### src/rtl/mem_arbiter_pkg.sv
`default_nettype none
// ============================================================================
// Module      : mem_arbiter_pkg
// Description : Shared definitions for the unified-memory arbiter: FSM state
//               encodings, requester-select encoding and default bus widths.
// Revision    : 1.0 - initial release
// ============================================================================
package mem_arbiter_pkg;

   // Default bus widths
   localparam int unsigned c_def_addr_w = 16;
   localparam int unsigned c_def_data_w = 16;

   // Arbiter FSM states (3-bit, fixed encoding for legacy tooling)
   localparam logic [2:0] c_st_idle   = 3'd0;
   localparam logic [2:0] c_st_busy_i = 3'd1;
   localparam logic [2:0] c_st_busy_d = 3'd2;
   localparam logic [2:0] c_st_dump   = 3'd3;
   localparam logic [2:0] c_st_halted = 3'd4;

   // Which requester won the current IDLE arbitration
   typedef enum logic [1:0] {
      SEL_NONE = 2'd0,
      SEL_I    = 2'd1,
      SEL_D    = 2'd2
   } req_sel_e;

endpackage
`default_nettype wire

### src/rtl/mem_arbiter_if.sv
`default_nettype none
// ============================================================================
// Module      : mem_arbiter_if
// Description : Bundles the fetch, data, halt and memory-side signals of the
//               unified-memory arbiter. The slave modport is the arbiter's
//               view; the master modport is the pipeline/memory environment.
// Revision    : 1.0 - initial release
// ============================================================================
interface mem_arbiter_if
   import mem_arbiter_pkg::*;
#(
   parameter int unsigned ADDR_W = c_def_addr_w,
   parameter int unsigned DATA_W = c_def_data_w
);
   // Instruction fetch requester
   logic              i_req;
   logic [ADDR_W-1:0] i_addr;
   logic              i_done;
   logic [DATA_W-1:0] i_rdata;
   logic              i_stall;
   logic              i_err;
   // Data requester
   logic              d_req;
   logic              d_wr;
   logic [ADDR_W-1:0] d_addr;
   logic [DATA_W-1:0] d_wdata;
   logic              d_done;
   logic [DATA_W-1:0] d_rdata;
   logic              d_stall;
   logic              d_err;
   // Halt handling
   logic              halt;
   logic              mem_dump;
   logic              halted;
   // Memory side
   logic              mem_en;
   logic              mem_wr;
   logic [ADDR_W-1:0] mem_addr;
   logic [DATA_W-1:0] mem_wdata;
   logic              mem_ready;
   logic              mem_done;
   logic [DATA_W-1:0] mem_rdata;

   modport slave (
      input  i_req, i_addr, d_req, d_wr, d_addr, d_wdata, halt,
             mem_ready, mem_done, mem_rdata,
      output i_done, i_rdata, i_stall, i_err,
             d_done, d_rdata, d_stall, d_err,
             mem_en, mem_wr, mem_addr, mem_wdata, mem_dump, halted
   );

   modport master (
      output i_req, i_addr, d_req, d_wr, d_addr, d_wdata, halt,
             mem_ready, mem_done, mem_rdata,
      input  i_done, i_rdata, i_stall, i_err,
             d_done, d_rdata, d_stall, d_err,
             mem_en, mem_wr, mem_addr, mem_wdata, mem_dump, halted
   );

endinterface
`default_nettype wire

### src/rtl/mem_arbiter_timeout_ctr.sv
`default_nettype none
// ============================================================================
// Module      : mem_arbiter_timeout_ctr
// Description : Clearable saturating up-counter with terminal-count flag.
//               A clear that coincides with an increment loads 1, so the
//               count equals the number of cycles since the clearing event.
// Revision    : 1.0 - initial release
// ============================================================================
module mem_arbiter_timeout_ctr #(
   parameter int unsigned MAX = 63
) (
   input  wire logic clk,
   input  wire logic rst,    // asynchronous, active low
   input  wire logic clr,
   input  wire logic inc,
   output logic      tc
);
   localparam int unsigned c_w   = (MAX < 1) ? 1 : $clog2(MAX + 1);
   localparam logic [c_w-1:0] c_max = c_w'(MAX);

   logic [c_w-1:0] r_count;

   // Count up to MAX and hold there; clear has priority over counting
   always_ff @(posedge clk or negedge rst) begin
      if (!rst) begin
         r_count <= '0;
      end else if (clr) begin
         r_count <= inc ? c_w'(1) : '0;
      end else if (inc && (r_count != c_max)) begin
         r_count <= r_count + c_w'(1);
      end
   end

   assign tc = (r_count == c_max);

endmodule
`default_nettype wire

### src/rtl/mem_arbiter.sv
`default_nettype none
// ============================================================================
// Module      : mem_arbiter
// Description : Sequences a single-ported multi-cycle unified memory between
//               instruction fetch (I) and the data port (D). D has priority,
//               misaligned addresses are rejected without issuing, accesses
//               time out after TIMEOUT-1 cycles, and halt drains outstanding
//               D work, pulses mem_dump once and then freezes.
//               Optional macro MEM_ARB_STARVE_GUARD_EN: after STARVE_MAX
//               consecutive D grants while I waits, I is granted once.
// Revision    : 1.0 - initial release
// ============================================================================
module mem_arbiter
   import mem_arbiter_pkg::*;
#(
   parameter int unsigned ADDR_W     = c_def_addr_w,
   parameter int unsigned DATA_W     = c_def_data_w,
   parameter int unsigned TIMEOUT    = 64,
   parameter int unsigned STARVE_MAX = 4
) (
   input  wire logic     clk,
   input  wire logic     rst,    // asynchronous, active low
   mem_arbiter_if.slave  bus
);
   // Terminal count of the access timer; TIMEOUT below 2 is not meaningful
   localparam int unsigned c_timeout_tc = (TIMEOUT < 2) ? 1 : TIMEOUT - 1;

   logic [2:0]        r_state;
   logic [2:0]        w_state_nxt;
   req_sel_e          w_sel;
   logic              w_issue;
   logic              w_busy;
   logic              w_timeout;
   logic [ADDR_W-1:0] w_sel_addr;
   logic [DATA_W-1:0] w_sel_wdata;
   logic              w_sel_wr;

   assign w_busy = (r_state == c_st_busy_i) || (r_state == c_st_busy_d);

   // Access timer: loads 1 on the issue cycle, then counts BUSY cycles
   mem_arbiter_timeout_ctr #(
      .MAX (c_timeout_tc)
   ) u_timeout_ctr (
      .clk (clk),
      .rst (rst),
      .clr (w_issue),
      .inc (w_issue | w_busy),
      .tc  (w_timeout)
   );

`ifdef MEM_ARB_STARVE_GUARD_EN
   logic w_starve_tc;
   logic w_grant_i;
   logic w_grant_d;

   // A grant is any IDLE selection that is served: issued or rejected
   assign w_grant_i = (r_state == c_st_idle) && (w_sel == SEL_I) &&
                      (bus.i_addr[0] || bus.mem_ready);
   assign w_grant_d = (r_state == c_st_idle) && (w_sel == SEL_D) &&
                      (bus.d_addr[0] || bus.mem_ready);

   // Consecutive D grants while I is waiting
   mem_arbiter_timeout_ctr #(
      .MAX (STARVE_MAX)
   ) u_starve_ctr (
      .clk (clk),
      .rst (rst),
      .clr (w_grant_i | ~bus.i_req),
      .inc (w_grant_d & bus.i_req),
      .tc  (w_starve_tc)
   );
`else
   localparam int unsigned c_starve_unused = STARVE_MAX;
`endif

   // Arbitration, issue, completion and halt sequencing
   always_comb begin
      w_state_nxt   = r_state;
      w_sel         = SEL_NONE;
      w_issue       = 1'b0;
      w_sel_addr    = '0;
      w_sel_wdata   = '0;
      w_sel_wr      = 1'b0;
      bus.i_done    = 1'b0;
      bus.i_rdata   = '0;
      bus.i_err     = 1'b0;
      bus.d_done    = 1'b0;
      bus.d_rdata   = '0;
      bus.d_err     = 1'b0;
      bus.mem_en    = 1'b0;
      bus.mem_wr    = 1'b0;
      bus.mem_addr  = '0;
      bus.mem_wdata = '0;
      bus.mem_dump  = 1'b0;
      bus.halted    = 1'b0;

      case (r_state)
         c_st_idle: begin
            // D is the older instruction; halt stops new fetch grants
            if (bus.d_req) begin
               w_sel = SEL_D;
            end else if (bus.i_req && !bus.halt) begin
               w_sel = SEL_I;
            end
`ifdef MEM_ARB_STARVE_GUARD_EN
            if (bus.d_req && bus.i_req && !bus.halt && w_starve_tc) begin
               w_sel = SEL_I;
            end
`endif
            if (bus.halt && !bus.d_req) begin
               w_state_nxt = c_st_dump;
            end

            if (w_sel == SEL_D) begin
               w_sel_addr  = bus.d_addr;
               w_sel_wdata = bus.d_wdata;
               w_sel_wr    = bus.d_wr;
            end else if (w_sel == SEL_I) begin
               w_sel_addr  = bus.i_addr;
            end

            if (w_sel != SEL_NONE) begin
               if (w_sel_addr[0]) begin
                  // Misaligned: reject in place, never reaches memory
                  if (w_sel == SEL_D) begin
                     bus.d_done = 1'b1;
                     bus.d_err  = 1'b1;
                  end else begin
                     bus.i_done = 1'b1;
                     bus.i_err  = 1'b1;
                  end
               end else if (bus.mem_ready) begin
                  w_issue       = 1'b1;
                  bus.mem_en    = 1'b1;
                  bus.mem_wr    = w_sel_wr;
                  bus.mem_addr  = w_sel_addr;
                  bus.mem_wdata = w_sel_wdata;
                  w_state_nxt   = (w_sel == SEL_D) ? c_st_busy_d : c_st_busy_i;
               end
            end
         end

         c_st_busy_i: begin
            if (bus.mem_done) begin
               bus.i_done  = 1'b1;
               bus.i_rdata = bus.mem_rdata;
               w_state_nxt = c_st_idle;
            end else if (w_timeout) begin
               bus.i_done  = 1'b1;
               bus.i_err   = 1'b1;
               w_state_nxt = c_st_idle;
            end
         end

         c_st_busy_d: begin
            if (bus.mem_done) begin
               bus.d_done  = 1'b1;
               bus.d_rdata = bus.mem_rdata;
               w_state_nxt = c_st_idle;
            end else if (w_timeout) begin
               bus.d_done  = 1'b1;
               bus.d_err   = 1'b1;
               w_state_nxt = c_st_idle;
            end
         end

         c_st_dump: begin
            bus.mem_dump = 1'b1;
            w_state_nxt  = c_st_halted;
         end

         c_st_halted: begin
            bus.halted = 1'b1;
         end

         default: begin
            w_state_nxt = c_st_idle;
         end
      endcase
   end

   assign bus.i_stall = bus.i_req & ~bus.i_done;
   assign bus.d_stall = bus.d_req & ~bus.d_done;

   // State register; reset abandons any access in flight
   always_ff @(posedge clk or negedge rst) begin
      if (!rst) begin
         r_state <= c_st_idle;
      end else begin
         r_state <= w_state_nxt;
      end
   end

endmodule
`default_nettype wire
### src/flat_wrapper.sv
// flat-port wrapper written by rule: the top's interface ports become plain ports
module mem_arbiter_flat import mem_arbiter_pkg::*;
#(
   parameter int unsigned ADDR_W     = c_def_addr_w,
   parameter int unsigned DATA_W     = c_def_data_w,
   parameter int unsigned TIMEOUT    = 64,
   parameter int unsigned STARVE_MAX = 4
)
  (clk, rst, bus_i_req, bus_i_addr, bus_d_req, bus_d_wr, bus_d_addr, bus_d_wdata, bus_halt, bus_mem_ready, bus_mem_done, bus_mem_rdata, bus_i_done, bus_i_rdata, bus_i_stall, bus_i_err, bus_d_done, bus_d_rdata, bus_d_stall, bus_d_err, bus_mem_en, bus_mem_wr, bus_mem_addr, bus_mem_wdata, bus_mem_dump, bus_halted);
  mem_arbiter_if #(.ADDR_W(ADDR_W), .DATA_W(DATA_W)) bus_i ();
  input  wire logic clk;
  input  wire logic rst;
  input wire logic [$bits(bus_i.i_req)-1:0] bus_i_req;
  input wire logic [$bits(bus_i.i_addr)-1:0] bus_i_addr;
  input wire logic [$bits(bus_i.d_req)-1:0] bus_d_req;
  input wire logic [$bits(bus_i.d_wr)-1:0] bus_d_wr;
  input wire logic [$bits(bus_i.d_addr)-1:0] bus_d_addr;
  input wire logic [$bits(bus_i.d_wdata)-1:0] bus_d_wdata;
  input wire logic [$bits(bus_i.halt)-1:0] bus_halt;
  input wire logic [$bits(bus_i.mem_ready)-1:0] bus_mem_ready;
  input wire logic [$bits(bus_i.mem_done)-1:0] bus_mem_done;
  input wire logic [$bits(bus_i.mem_rdata)-1:0] bus_mem_rdata;
  output wire logic [$bits(bus_i.i_done)-1:0] bus_i_done;
  output wire logic [$bits(bus_i.i_rdata)-1:0] bus_i_rdata;
  output wire logic [$bits(bus_i.i_stall)-1:0] bus_i_stall;
  output wire logic [$bits(bus_i.i_err)-1:0] bus_i_err;
  output wire logic [$bits(bus_i.d_done)-1:0] bus_d_done;
  output wire logic [$bits(bus_i.d_rdata)-1:0] bus_d_rdata;
  output wire logic [$bits(bus_i.d_stall)-1:0] bus_d_stall;
  output wire logic [$bits(bus_i.d_err)-1:0] bus_d_err;
  output wire logic [$bits(bus_i.mem_en)-1:0] bus_mem_en;
  output wire logic [$bits(bus_i.mem_wr)-1:0] bus_mem_wr;
  output wire logic [$bits(bus_i.mem_addr)-1:0] bus_mem_addr;
  output wire logic [$bits(bus_i.mem_wdata)-1:0] bus_mem_wdata;
  output wire logic [$bits(bus_i.mem_dump)-1:0] bus_mem_dump;
  output wire logic [$bits(bus_i.halted)-1:0] bus_halted;
  assign bus_i.i_req = bus_i_req;
  assign bus_i.i_addr = bus_i_addr;
  assign bus_i.d_req = bus_d_req;
  assign bus_i.d_wr = bus_d_wr;
  assign bus_i.d_addr = bus_d_addr;
  assign bus_i.d_wdata = bus_d_wdata;
  assign bus_i.halt = bus_halt;
  assign bus_i.mem_ready = bus_mem_ready;
  assign bus_i.mem_done = bus_mem_done;
  assign bus_i.mem_rdata = bus_mem_rdata;
  assign bus_i_done = bus_i.i_done;
  assign bus_i_rdata = bus_i.i_rdata;
  assign bus_i_stall = bus_i.i_stall;
  assign bus_i_err = bus_i.i_err;
  assign bus_d_done = bus_i.d_done;
  assign bus_d_rdata = bus_i.d_rdata;
  assign bus_d_stall = bus_i.d_stall;
  assign bus_d_err = bus_i.d_err;
  assign bus_mem_en = bus_i.mem_en;
  assign bus_mem_wr = bus_i.mem_wr;
  assign bus_mem_addr = bus_i.mem_addr;
  assign bus_mem_wdata = bus_i.mem_wdata;
  assign bus_mem_dump = bus_i.mem_dump;
  assign bus_halted = bus_i.halted;
  mem_arbiter #(.ADDR_W(ADDR_W), .DATA_W(DATA_W), .TIMEOUT(TIMEOUT), .STARVE_MAX(STARVE_MAX)) u_core (.clk(clk), .rst(rst), .bus(bus_i));
endmodule
### config.mk
export PLATFORM = sky130hd
export DESIGN_NAME = mem_arbiter_flat
export DESIGN_NICKNAME = d
export VERILOG_FILES = /design/src/rtl/mem_arbiter_pkg.sv /design/src/rtl/mem_arbiter_if.sv /design/src/rtl/mem_arbiter_timeout_ctr.sv /design/src/rtl/mem_arbiter.sv /design/src/flat_wrapper.sv
export SDC_FILE = /design/constraint.sdc
export NUM_CORES = 1
export LEC_CHECK = 0
export CORE_UTILIZATION = 37
export CTS_BUF_LIST = sky130_fd_sc_hd__clkbuf_2
export DETAILED_ROUTE_END_ITERATION = 8
export DONT_BUFFER_PORTS = 1
export HOLD_SLACK_MARGIN = 0.05
export SLEW_MARGIN = 10
export SYNTH_ARGS = -nofsm -noshare
export SYNTH_HDL_FRONTEND = slang
export SYNTH_HIERARCHICAL = 1
export SYNTH_SLANG_ARGS = --single-unit
export TNS_END_PERCENT = 50
### constraint.sdc
create_clock -name clk -period 3 [get_ports clk]
set_clock_uncertainty 0.1 [all_clocks]
set_input_delay 0.3 -clock clk [delete_from_list [all_inputs] [get_ports clk]]
set_output_delay 0.3 -clock clk [all_outputs]
set_load 0.01 [all_outputs]
==> metrics.txt, run 1 <==
# TYPE chip_impl_metric gauge
chip_impl_info{name="min_delay_worst_endpoint",value="u_core/r_state[0]"} 1
chip_impl_info{name="clk_root_buffer_cell",value="clkbuf_2"} 1
chip_impl_info{name="run_status",value="complete, no violations"} 1
chip_impl_info{name="post-synth-top-area-cell",value="dfrtp_1"} 1
chip_impl_metric{name="cts_setup_buffers",unit=""} 0
chip_impl_metric{name="boundaryPins",unit=""} 146
chip_impl_info{name="hold_path.class",value="in -> reg"} 1
chip_impl_metric{name="design.die.area",unit="um^2"} 3620
chip_impl_metric{name="gp_congestion",unit=""} 0.812
chip_impl_metric{name="die_height",unit="um"} 60.2
chip_impl_metric{name="timing_max_transition_violations_final",unit=""} 0
chip_impl_metric{name="clock_insertion_delay_at_the_later_pin_of_the_skew_report",unit="ps"} 260
chip_impl_metric{name="netlist.area_leader.share",unit=""} 0.180
chip_impl_info{name="worst_r2r_endpoint",value="u_core/u_timeout_ctr/r_count[1]"} 1
chip_impl_metric{name="max_clock_freq",unit="MHz"} 437
chip_impl_metric{name="min_delay_path_depth",unit=""} 3
chip_impl_metric{name="post_synth_inst_count",unit=""} 191
chip_impl_metric{name="synthesis.area_per_instance",unit="um^2"} 6.56
chip_impl_metric{name="drive_above_1_share",unit=""} 0.0765
chip_impl_metric{name="timing_worst_slew_pin_value",unit="ps"} 874
chip_impl_metric{name="synth.distinct_cells",unit=""} 43
chip_impl_metric{name="track_usage",unit=""} 0.187
chip_impl_info{name="synth.area.top_cells",value="dfrtp_1, nor2_1, a22oi_1"} 1
chip_impl_metric{name="cts_made_buffers",unit=""} 3
chip_impl_metric{name="tritoncts_num_sinks",unit=""} 9
chip_impl_metric{name="grt_remaining_overflow",unit=""} 0
chip_impl_info{name="critical_path_class",value="reg -> out"} 1
chip_impl_metric{name="max_transition_margin",unit=""} 0.415
chip_impl_metric{name="routed_wire_length_per_instance",unit="um"} 16.7
chip_impl_metric{name="antenna_cells_inserted",unit=""} 0
chip_impl_metric{name="syn_to_final_growth",unit="%"} -0.200
chip_impl_metric{name="required",unit="ps"} 2600
chip_impl_metric{name="clockBufferDepth",unit=""} 2
chip_impl_metric{name="detail_route.iter0.violations",unit=""} 34
chip_impl_metric{name="power.static_leakage",unit="nW"} 0.498
chip_impl_metric{name="drc",unit=""} 0
chip_impl_info{name="setup.worst_path.end_class",value="output pin"} 1
chip_impl_metric{name="grt_pass1_vias",unit=""} 1084
chip_impl_metric{name="detail_route.wirelength",unit="um"} 3800
chip_impl_metric{name="worstPathArrival",unit="ps"} 1890
chip_impl_metric{name="grt_start_max_net_pins",unit=""} 24
chip_impl_metric{name="netlist_area",unit="um^2"} 1250
chip_impl_metric{name="critical_path.max_stage_delay",unit="ps"} 430
chip_impl_info{name="crit_chain",value="ha_1, nand2_2, nor2b_4, o21ai_0, o21ai_0, a21boi_0"} 1
chip_impl_metric{name="worstPathBufferInverterCount",unit=""} 0
chip_impl_metric{name="num-nets-final",unit=""} 257
chip_impl_metric{name="ys_warn_count",unit=""} 6
chip_impl_info{name="critical-path-top-cell-by-count",value="o21ai_0"} 1
chip_impl_metric{name="buffers_added_on_ports",unit=""} 0
chip_impl_metric{name="worst_ir_drop_vdd",unit="uV"} 235
chip_impl_info{name="rsz0062_at_grt",value="no"} 1
chip_impl_metric{name="async_flop_share",unit=""} 1.00
chip_impl_metric{name="grt_first_pass_wirelength",unit="um"} 4970
chip_impl_info{name="critical-path-top-delay-family",value="compound AO/OA/AOI/OAI gates"} 1
chip_impl_metric{name="grt_antenna_before_repair",unit=""} 0
chip_impl_metric{name="critical_path.max_fanout",unit=""} 5
chip_impl_metric{name="number_of_flops_mapped_to_enable_cells_by_yosys",unit=""} 0
chip_impl_metric{name="period_share",unit=""} 0.762
chip_impl_metric{name="drv_cap",unit=""} 0
chip_impl_metric{name="initial_utilization",unit=""} 0.400
chip_impl_metric{name="via_count",unit=""} 1367
chip_impl_metric{name="ys_ff_latch",unit=""} 9
chip_impl_metric{name="timing.final.setup_violations",unit=""} 0
chip_impl_metric{name="drt-vias-per-instance",unit=""} 6.02
chip_impl_metric{name="postPlaceCellArea",unit="um^2"} 1220
chip_impl_metric{name="final_hold_viol_count",unit=""} 0
chip_impl_info{name="synth_common_cells",value="nor2_1, nand2_1, and2_1"} 1
chip_impl_metric{name="detail-route-antenna-nets",unit=""} 0
chip_impl_info{name="critPathLaunchType",value="register"} 1
chip_impl_metric{name="areal_power_density_over_the_cells",unit="nW/um^2"} 696
chip_impl_metric{name="coreArea",unit="um^2"} 3130
chip_impl_metric{name="chipWidth",unit="um"} 60.2
chip_impl_info{name="dominantRegCellSynth",value="dfrtp_1"} 1
chip_impl_metric{name="synth.net_count",unit=""} 264
chip_impl_metric{name="h-tree-depth",unit=""} 1
chip_impl_metric{name="final.min_clock_period",unit="ps"} 2290
chip_impl_info{name="cts_tree",value="done"} 1
chip_impl_metric{name="core.rowCount",unit=""} 20
chip_impl_info{name="slowest_stage",value="dfrtp_1"} 1
chip_impl_metric{name="cts_hold_buf",unit=""} 1
chip_impl_metric{name="setup_tns",unit="ps"} 0
chip_impl_metric{name="first_pass_iters",unit=""} 4
chip_impl_info{name="r2r_start",value="u_core/r_state[0]"} 1
chip_impl_metric{name="hpwlAfterDp",unit="um"} 3100
chip_impl_metric{name="cts_resized",unit=""} 0
chip_impl_metric{name="clk_pin_slew_worst_paths",unit="ps"} 100
chip_impl_metric{name="fillers",unit=""} 317
chip_impl_metric{name="stdcell_area",unit="um^2"} 1250
chip_impl_metric{name="setup_slack_reg_to_reg",unit="ps"} 950
chip_impl_metric{name="r2r_cells",unit=""} 6
chip_impl_info{name="post-synth-top-count-cell",value="nor2_1"} 1
chip_impl_info{name="hold_path_startpoint",value="bus_d_req"} 1
chip_impl_metric{name="synth_sequential_area_ratio",unit=""} 0.180
## layer usage
layer  track usage  up-vias  share of wire
met1         0.197      632           0.37
met5             0        -              0
met4        0.0797        0          0.016
met3        0.0411        8          0.097
met2         0.350       94           0.52
li1              -      633              -
## area by class of cell
class,count,area [um^2],area share
clock buffers,3,15.0,0.0120
clock inverters,1,5.00,0.00400
inverters,8,30.0,0.0240
multi-input cells,161,910,0.728
flip-flops and latches,9,225,0.180
well taps,44,55.1,0.0440
repair buffers,1,10.0,0.00801
## logic make-up after synthesis
| family | Yosys count | share of synthesized area |
|---|---|---|
| buffers and inverters | 21 | 0.0939 |
| and+or+nand+nor | 118 | 0.479 |
| DFF | 9 | 0.180 |
| AOI/OAI and AO/OA | 41 | 0.235 |
| adders and majority gates | 1 | 0.00999 |
| other | 1 | 0.00299 |
## tightest hold or removal path, delay by kind of cell
family	cells	cell delay [ps]
simple gates	2	70
compound gates	1	60
## how the worst max path moves through the flow
stage	from	end	slack, ps	cells past startpoint
3_3_place_gp	bus_d_req	u_core/u_timeout_ctr/r_count[5]	930	5
6_report	u_core/u_timeout_ctr/r_count[0]	bus_d_stall	710	6
3_5_place_dp	bus_d_req	u_core/u_timeout_ctr/r_count[5]	860	5
4_1_cts	u_core/r_state[0]	bus_d_err	680	3
5_1_grt	u_core/u_timeout_ctr/r_count[0]	bus_d_stall	490	6
2_1_floorplan	u_core/u_timeout_ctr/r_count[0]	bus_d_stall	1220	6
## report_power, final
| part | leakage, nW | total [mW] | internal (mW) | switching, mW |
|---|---|---|---|---|
| sequential | 0.114 | 0.262 | 0.179 | 0.0827 |
| clock | 0.0164 | 0.0802 | 0.0301 | 0.0501 |
| combinational | 0.368 | 0.527 | 0.190 | 0.338 |
## placed cells by master, fill, tap and decap left out, types with 2 or more instances in the layout
cell type   n
and2_1     18
a21oi_1     3
nand2_1    25
clkbuf_2    3
nor2_1     54
nand2b_1    2
o21ai_0     8
o31a_1      2
dfrtp_1     9
inv_1       8
a22oi_1    15
nand3_1     3
a31oi_1     2
o211a_1     2
nand4b_1    2
## state kept, by name, indices dropped and copies added, names as in the netlist
register	cells
u_core/u_timeout_ctr/r_count	6
u_core/r_state	3
## metrics by stage
| stage | instances | setup slack (ps) | power, mW | utilization | hold WS, ps |
|---|---|---|---|---|---|
| 2_1_floorplan | 191 | 1220 | 0.742 | - | -95.6 |
| 5_1_grt | 227 | 486 | 0.955 | 0.400 | 122 |
| 3_3_place_gp | 222 | 929 | 0.770 | 0.390 | -95.3 |
| 3_5_place_dp | 222 | 861 | 0.787 | 0.390 | -95.3 |
| 4_1_cts | 227 | 681 | 0.874 | 0.400 | 97.0 |
| 6_report | 227 | 713 | 0.870 | 0.400 | 110 |
Note: power is estimated with default switching activity, not from simulation.
==> run 2: changes to the inputs <==
- clock period: 3 -> 2 ns (I/O delays scaled with it)
==> metrics.txt, run 2 (synthesis gave the netlist of run 1 again) <==
# TYPE chip_impl_metric gauge
chip_impl_metric{name="drv_cap",unit=""} 0
chip_impl_info{name="slowest_stage",value="dfrtp_1"} 1
chip_impl_metric{name="final.min_clock_period",unit="ps"} 1880
chip_impl_metric{name="num-nets-final",unit=""} 270
chip_impl_metric{name="grt_antenna_before_repair",unit=""} 0
chip_impl_metric{name="die_height",unit="um"} 60.2
chip_impl_metric{name="design.die.area",unit="um^2"} 3620
chip_impl_metric{name="worstPathBufferInverterCount",unit=""} 1
chip_impl_metric{name="cts_made_buffers",unit=""} 3
chip_impl_metric{name="drt-vias-per-instance",unit=""} 5.93
chip_impl_metric{name="timing.final.setup_violations",unit=""} 0
chip_impl_metric{name="detail_route.iter0.violations",unit=""} 51
chip_impl_metric{name="clk_pin_slew_worst_paths",unit="ps"} 80
chip_impl_metric{name="chipWidth",unit="um"} 60.2
chip_impl_metric{name="grt_pass1_vias",unit=""} 1143
chip_impl_metric{name="grt_first_pass_wirelength",unit="um"} 5170
chip_impl_info{name="top_regs",value="u_core/u_timeout_ctr/r_count: 6 flops, u_core/r_state: 3 flops"} 1
chip_impl_metric{name="power.static_leakage",unit="nW"} 0.563
chip_impl_metric{name="worstPathArrival",unit="ps"} 1580
chip_impl_metric{name="critical_path.max_fanout",unit=""} 5
chip_impl_metric{name="final-instance-count-excl-fill",unit=""} 241
chip_impl_metric{name="core.rowCount",unit=""} 20
chip_impl_metric{name="h-tree-depth",unit=""} 1
chip_impl_metric{name="max_clock_freq",unit="MHz"} 533
chip_impl_info{name="clk_root_buffer_cell",value="clkbuf_2"} 1
chip_impl_info{name="mostFrequentLayoutCell",value="nor2_1"} 1
chip_impl_metric{name="max_ffs_per_register",unit=""} 6
chip_impl_metric{name="fillers",unit=""} 313
chip_impl_metric{name="numPlacedInstances",unit=""} 230
chip_impl_info{name="hold_path.class",value="in -> reg"} 1
chip_impl_metric{name="boundaryPins",unit=""} 146
chip_impl_metric{name="dp_slack",unit="ps"} 178
chip_impl_metric{name="syn_to_final_growth",unit="%"} 9.99
chip_impl_metric{name="routed_wire_length_per_instance",unit="um"} 16.3
chip_impl_metric{name="detail-route-antenna-nets",unit=""} 0
chip_impl_metric{name="hpwlAfterDp",unit="um"} 3170
chip_impl_metric{name="coreArea",unit="um^2"} 3130
chip_impl_metric{name="via_count",unit=""} 1429
chip_impl_metric{name="finalWorstSetupSlack",unit="ps"} 124
chip_impl_metric{name="final_hold_viol_count",unit=""} 0
chip_impl_metric{name="track_usage",unit=""} 0.188
chip_impl_metric{name="areal_power_density_over_the_cells",unit="nW/um^2"} 1060
chip_impl_info{name="cts_tree",value="done"} 1
chip_impl_info{name="critPathLaunchType",value="register"} 1
chip_impl_metric{name="power.total",unit="mW"} 1.46
chip_impl_metric{name="worst_ir_drop_vdd",unit="uV"} 467
chip_impl_metric{name="grt_remaining_overflow",unit=""} 0
chip_impl_metric{name="drive_above_1_share",unit=""} 0.158
chip_impl_metric{name="critical_path.max_stage_delay",unit="ps"} 390
chip_impl_metric{name="worst_hold_slack",unit="ps"} 71.1
chip_impl_metric{name="stdcell_area",unit="um^2"} 1380
chip_impl_metric{name="grt_start_max_net_pins",unit=""} 24
chip_impl_metric{name="final_util",unit=""} 0.440
chip_impl_metric{name="postPlaceCellArea",unit="um^2"} 1280
chip_impl_metric{name="timing_max_transition_violations_final",unit=""} 0
chip_impl_info{name="setup.worst_path.end_class",value="output pin"} 1
chip_impl_metric{name="tritoncts_num_sinks",unit=""} 9
chip_impl_info{name="run_status",value="complete, no violations"} 1
chip_impl_metric{name="buffers_added_on_ports",unit=""} 0
chip_impl_info{name="max_flop_register",value="u_core/u_timeout_ctr/r_count"} 1
chip_impl_metric{name="gp_congestion",unit=""} 0.690
chip_impl_info{name="most-common-layout-cells",value="nor2_1, nand2_1, and2_1, a22oi_1, buf_4"} 1
chip_impl_metric{name="required",unit="ps"} 1700
chip_impl_info{name="critical-path-top-delay-family",value="flip-flops"} 1
chip_impl_metric{name="detail_route.wirelength",unit="um"} 3940
chip_impl_metric{name="drc",unit=""} 0
chip_impl_metric{name="period_share",unit=""} 0.938
chip_impl_metric{name="clock_insertion_delay_at_the_later_pin_of_the_skew_report",unit="ps"} 230
chip_impl_metric{name="clockBufferDepth",unit=""} 2
chip_impl_info{name="crit_chain",value="ha_2, nand2_2, nor2b_4, nand2b_1, o21ai_0, buf_4"} 1
chip_impl_metric{name="setup_tns",unit="ps"} 0
chip_impl_info{name="critical_path_class",value="reg -> out"} 1
chip_impl_metric{name="initial_utilization",unit=""} 0.400
chip_impl_metric{name="first_pass_iters",unit=""} 4
-- run 2: metal layers --
metal	up-vias	track usage	share of wire
met2	107	0.370	0.55
met4	0	0.0365	0.0038
met5	-	0	0
met1	658	0.193	0.34
li1	660	-	-
met3	4	0.0541	0.11
-- run 2: layout make-up --
type / instances / area [um^2] / area share
flip-flops and latches: 9 / 226 / 0.164
clock buffers: 4 / 20.0 / 0.0145
diodes: 1 / 2.50 / 0.00182
multi-input cells: 161 / 921 / 0.668
well taps: 44 / 55.1 / 0.0400
inverters: 8 / 30.0 / 0.0218
repair buffers: 14 / 123 / 0.0890
-- run 2: what timing repair did --
action,CTS,global route
resized for setup,1,7
setup buffers,2,2
endpoints found under the setup margin,6,18
hold buffers,1,1
hold endpoints to repair,9,1
-- run 2: final timing paths --
check | from | endpoint | slack [ps] | cells after the start
worst min-delay path | bus_mem_done | u_core/r_state[1] | 70 | 2
worst min register to register | u_core/u_timeout_ctr/r_count[4] | u_core/u_timeout_ctr/r_count[4] | 490 | 2
min in group asynchronous | rst | u_core/u_timeout_ctr/r_count[4] | 220 | 1
worst max-delay path | u_core/u_timeout_ctr/r_count[1] | bus_d_err | 120 | 6
max in group asynchronous | rst | u_core/r_state[0] | 1250 | 1
worst max register to register | u_core/r_state[2] | u_core/u_timeout_ctr/r_count[1] | 170 | 6
-- run 2: power by group --
group          switching, mW  internal [mW]  total [mW]
clock                 0.0584         0.0532       0.112
sequential             0.122          0.271       0.393
combinational          0.559          0.398       0.957
==> run 3: changes to the inputs <==
- CORE_ASPECT_RATIO: unset -> 0.6
- GPL_TIMING_DRIVEN: unset -> 0
==> metrics.txt, run 3 (synthesis gave the netlist of run 1 again) <==
# TYPE chip_impl_metric gauge
chip_impl_metric{name="clk_pin_slew_worst_paths",unit="ps"} 100
chip_impl_metric{name="via_count",unit=""} 1457
chip_impl_metric{name="coreArea",unit="um^2"} 3040
chip_impl_metric{name="cts_made_buffers",unit=""} 3
chip_impl_info{name="mostFrequentLayoutCell",value="nor2_1"} 1
chip_impl_metric{name="track_usage",unit=""} 0.171
chip_impl_metric{name="tritoncts_num_sinks",unit=""} 9
chip_impl_metric{name="critical_path.max_stage_delay",unit="ps"} 410
chip_impl_metric{name="power.static_leakage",unit="nW"} 0.611
chip_impl_metric{name="core.rowCount",unit=""} 15
chip_impl_info{name="critPathLaunchType",value="register"} 1
chip_impl_metric{name="chipWidth",unit="um"} 77.1
chip_impl_info{name="top_regs",value="u_core/u_timeout_ctr/r_count: 6 flops, u_core/r_state: 3 flops"} 1
chip_impl_metric{name="max_ffs_per_register",unit=""} 6
chip_impl_metric{name="gp_congestion",unit=""} 0.790
chip_impl_metric{name="initial_utilization",unit=""} 0.412
chip_impl_metric{name="num-nets-final",unit=""} 279
chip_impl_info{name="slowest_stage",value="dfrtp_1"} 1
chip_impl_metric{name="numPlacedInstances",unit=""} 233
chip_impl_info{name="most-common-layout-cells",value="nor2_1, nand2_1, a22oi_1, and2_4, buf_4"} 1
chip_impl_metric{name="die_height",unit="um"} 47.1
chip_impl_metric{name="antenna_cells_inserted",unit=""} 0
chip_impl_metric{name="timing_max_transition_violations_final",unit=""} 0
chip_impl_metric{name="drv_cap",unit=""} 0
chip_impl_metric{name="drc",unit=""} 0
chip_impl_metric{name="grt_first_pass_wirelength",unit="um"} 4820
chip_impl_metric{name="worstPathBufferInverterCount",unit=""} 0
chip_impl_metric{name="design.die.area",unit="um^2"} 3630
chip_impl_metric{name="grt_antenna_before_repair",unit=""} 0
chip_impl_metric{name="final.min_clock_period",unit="ps"} 2000
chip_impl_metric{name="required",unit="ps"} 1700
chip_impl_metric{name="areal_power_density_over_the_cells",unit="nW/um^2"} 1060
chip_impl_metric{name="final_hold_viol_count",unit=""} 0
chip_impl_info{name="run_status",value="finished, violations left"} 1
chip_impl_info{name="hold_path.class",value="in -> reg"} 1
chip_impl_metric{name="period_share",unit=""} 1.00
chip_impl_metric{name="detail_route.wirelength",unit="um"} 3830
chip_impl_metric{name="timing.final.setup_violations",unit=""} 1
chip_impl_metric{name="first_pass_iters",unit=""} 4
chip_impl_metric{name="max_clock_freq",unit="MHz"} 499
chip_impl_metric{name="stdcell_area",unit="um^2"} 1470
chip_impl_info{name="cts_tree",value="done"} 1
chip_impl_metric{name="clock_insertion_delay_at_the_later_pin_of_the_skew_report",unit="ps"} 260
chip_impl_metric{name="grt_pass1_vias",unit=""} 1086
chip_impl_metric{name="syn_to_final_growth",unit="%"} 17.3
chip_impl_metric{name="routed_wire_length_per_instance",unit="um"} 15.5
chip_impl_metric{name="clockBufferDepth",unit=""} 2
chip_impl_metric{name="detail_route.iter0.violations",unit=""} 61
chip_impl_metric{name="h-tree-depth",unit=""} 1
chip_impl_metric{name="power.total",unit="mW"} 1.55
chip_impl_metric{name="hpwlAfterDp",unit="um"} 3090
chip_impl_metric{name="final-instance-count-excl-fill",unit=""} 247
chip_impl_info{name="clk_root_buffer_cell",value="clkbuf_2"} 1
chip_impl_info{name="max_flop_register",value="u_core/u_timeout_ctr/r_count"} 1
chip_impl_info{name="crit_chain",value="ha_1, nand2_2, nor2b_4, nor2_1, o211a_1"} 1
chip_impl_metric{name="setup_tns",unit="ps"} -3.16
chip_impl_metric{name="worstPathArrival",unit="ps"} 1700
chip_impl_metric{name="worst_ir_drop_vdd",unit="uV"} 397
chip_impl_metric{name="critical_path.max_fanout",unit=""} 5
chip_impl_metric{name="drt-vias-per-instance",unit=""} 5.90
chip_impl_metric{name="grt_remaining_overflow",unit=""} 0
chip_impl_metric{name="postPlaceCellArea",unit="um^2"} 1310
chip_impl_info{name="violated_checks",value="negative setup slack"} 1
chip_impl_metric{name="grt_start_max_net_pins",unit=""} 11
chip_impl_info{name="critical-path-top-delay-family",value="simple AND/OR/NAND/NOR gates"} 1
chip_impl_metric{name="boundaryPins",unit=""} 146
chip_impl_metric{name="buffers_added_on_ports",unit=""} 0
chip_impl_info{name="rsz0062_at_grt",value="yes"} 1
chip_impl_metric{name="drive_above_1_share",unit=""} 0.254
chip_impl_metric{name="finalWorstSetupSlack",unit="ps"} -3.16
chip_impl_metric{name="detail-route-antenna-nets",unit=""} 0
chip_impl_info{name="setup.worst_path.end_class",value="output pin"} 1
chip_impl_info{name="critical_path_class",value="reg -> out"} 1
==> run 3: what timing repair did <==
action | 4_1_cts | 5_1_grt
gates resized for setup | 5 | 23
setup buffers | 0 | 7
endpoints found under the hold margin | 10 | 0
pin swaps | 1 | 8
cloned | 0 | 1
hold buffers | 2 | 0
setup endpoints to repair | 13 | 47
==> run 3: stage by stage <==
stage | hold slack, ps | utilization | worst slack, ps
2_1_floorplan | -196 | - | 228
3_3_place_gp | -195 | 0.429 | 40.5
3_5_place_dp | -195 | 0.429 | -35.8
4_1_cts | 75.6 | 0.445 | -30.7
5_1_grt | 78.5 | 0.483 | -122
6_report | 92.9 | 0.483 | -3.16
==> run 3: where the power goes <==
group,internal (mW),switching (mW)
registers,0.269,0.0835
clock network,0.0452,0.0710
logic,0.456,0.630
==> run 3: layer usage <==
metal  track usage  wire length [um]
met3        0.0291               240
met5             0                 0
met1         0.215              1640
met2         0.321              1920
met4        0.0340                29
==> run 3: cell type report <==
class                   count  area (um^2)
multi-input cells         161          963
fillers                   281         1570
plain buffers              13         90.1
clock inverters             1         5.00
inverters                   8         33.8
repair buffers             10         83.8
well taps                  42         52.6
clock buffers               3         15.0
flip-flops and latches      9          225
==> run 3: path summary, 6_finish.rpt <==
kind / slack (ps) / depth (start not counted) / endpoint / start
max: -3 / 5 / bus_i_stall / u_core/u_timeout_ctr/r_count[0]
min: 90 / 2 / u_core/r_state[0] / bus_mem_ready
max reg2reg: 80 / 8 / u_core/u_timeout_ctr/r_count[1] / u_core/r_state[2]
min reg2reg: 490 / 2 / u_core/u_timeout_ctr/r_count[4] / u_core/u_timeout_ctr/r_count[4]
max in group asynchronous: 1310 / 1 / u_core/u_timeout_ctr/r_count[1] / rst
min in group asynchronous: 190 / 1 / u_core/u_timeout_ctr/r_count[5] / rst
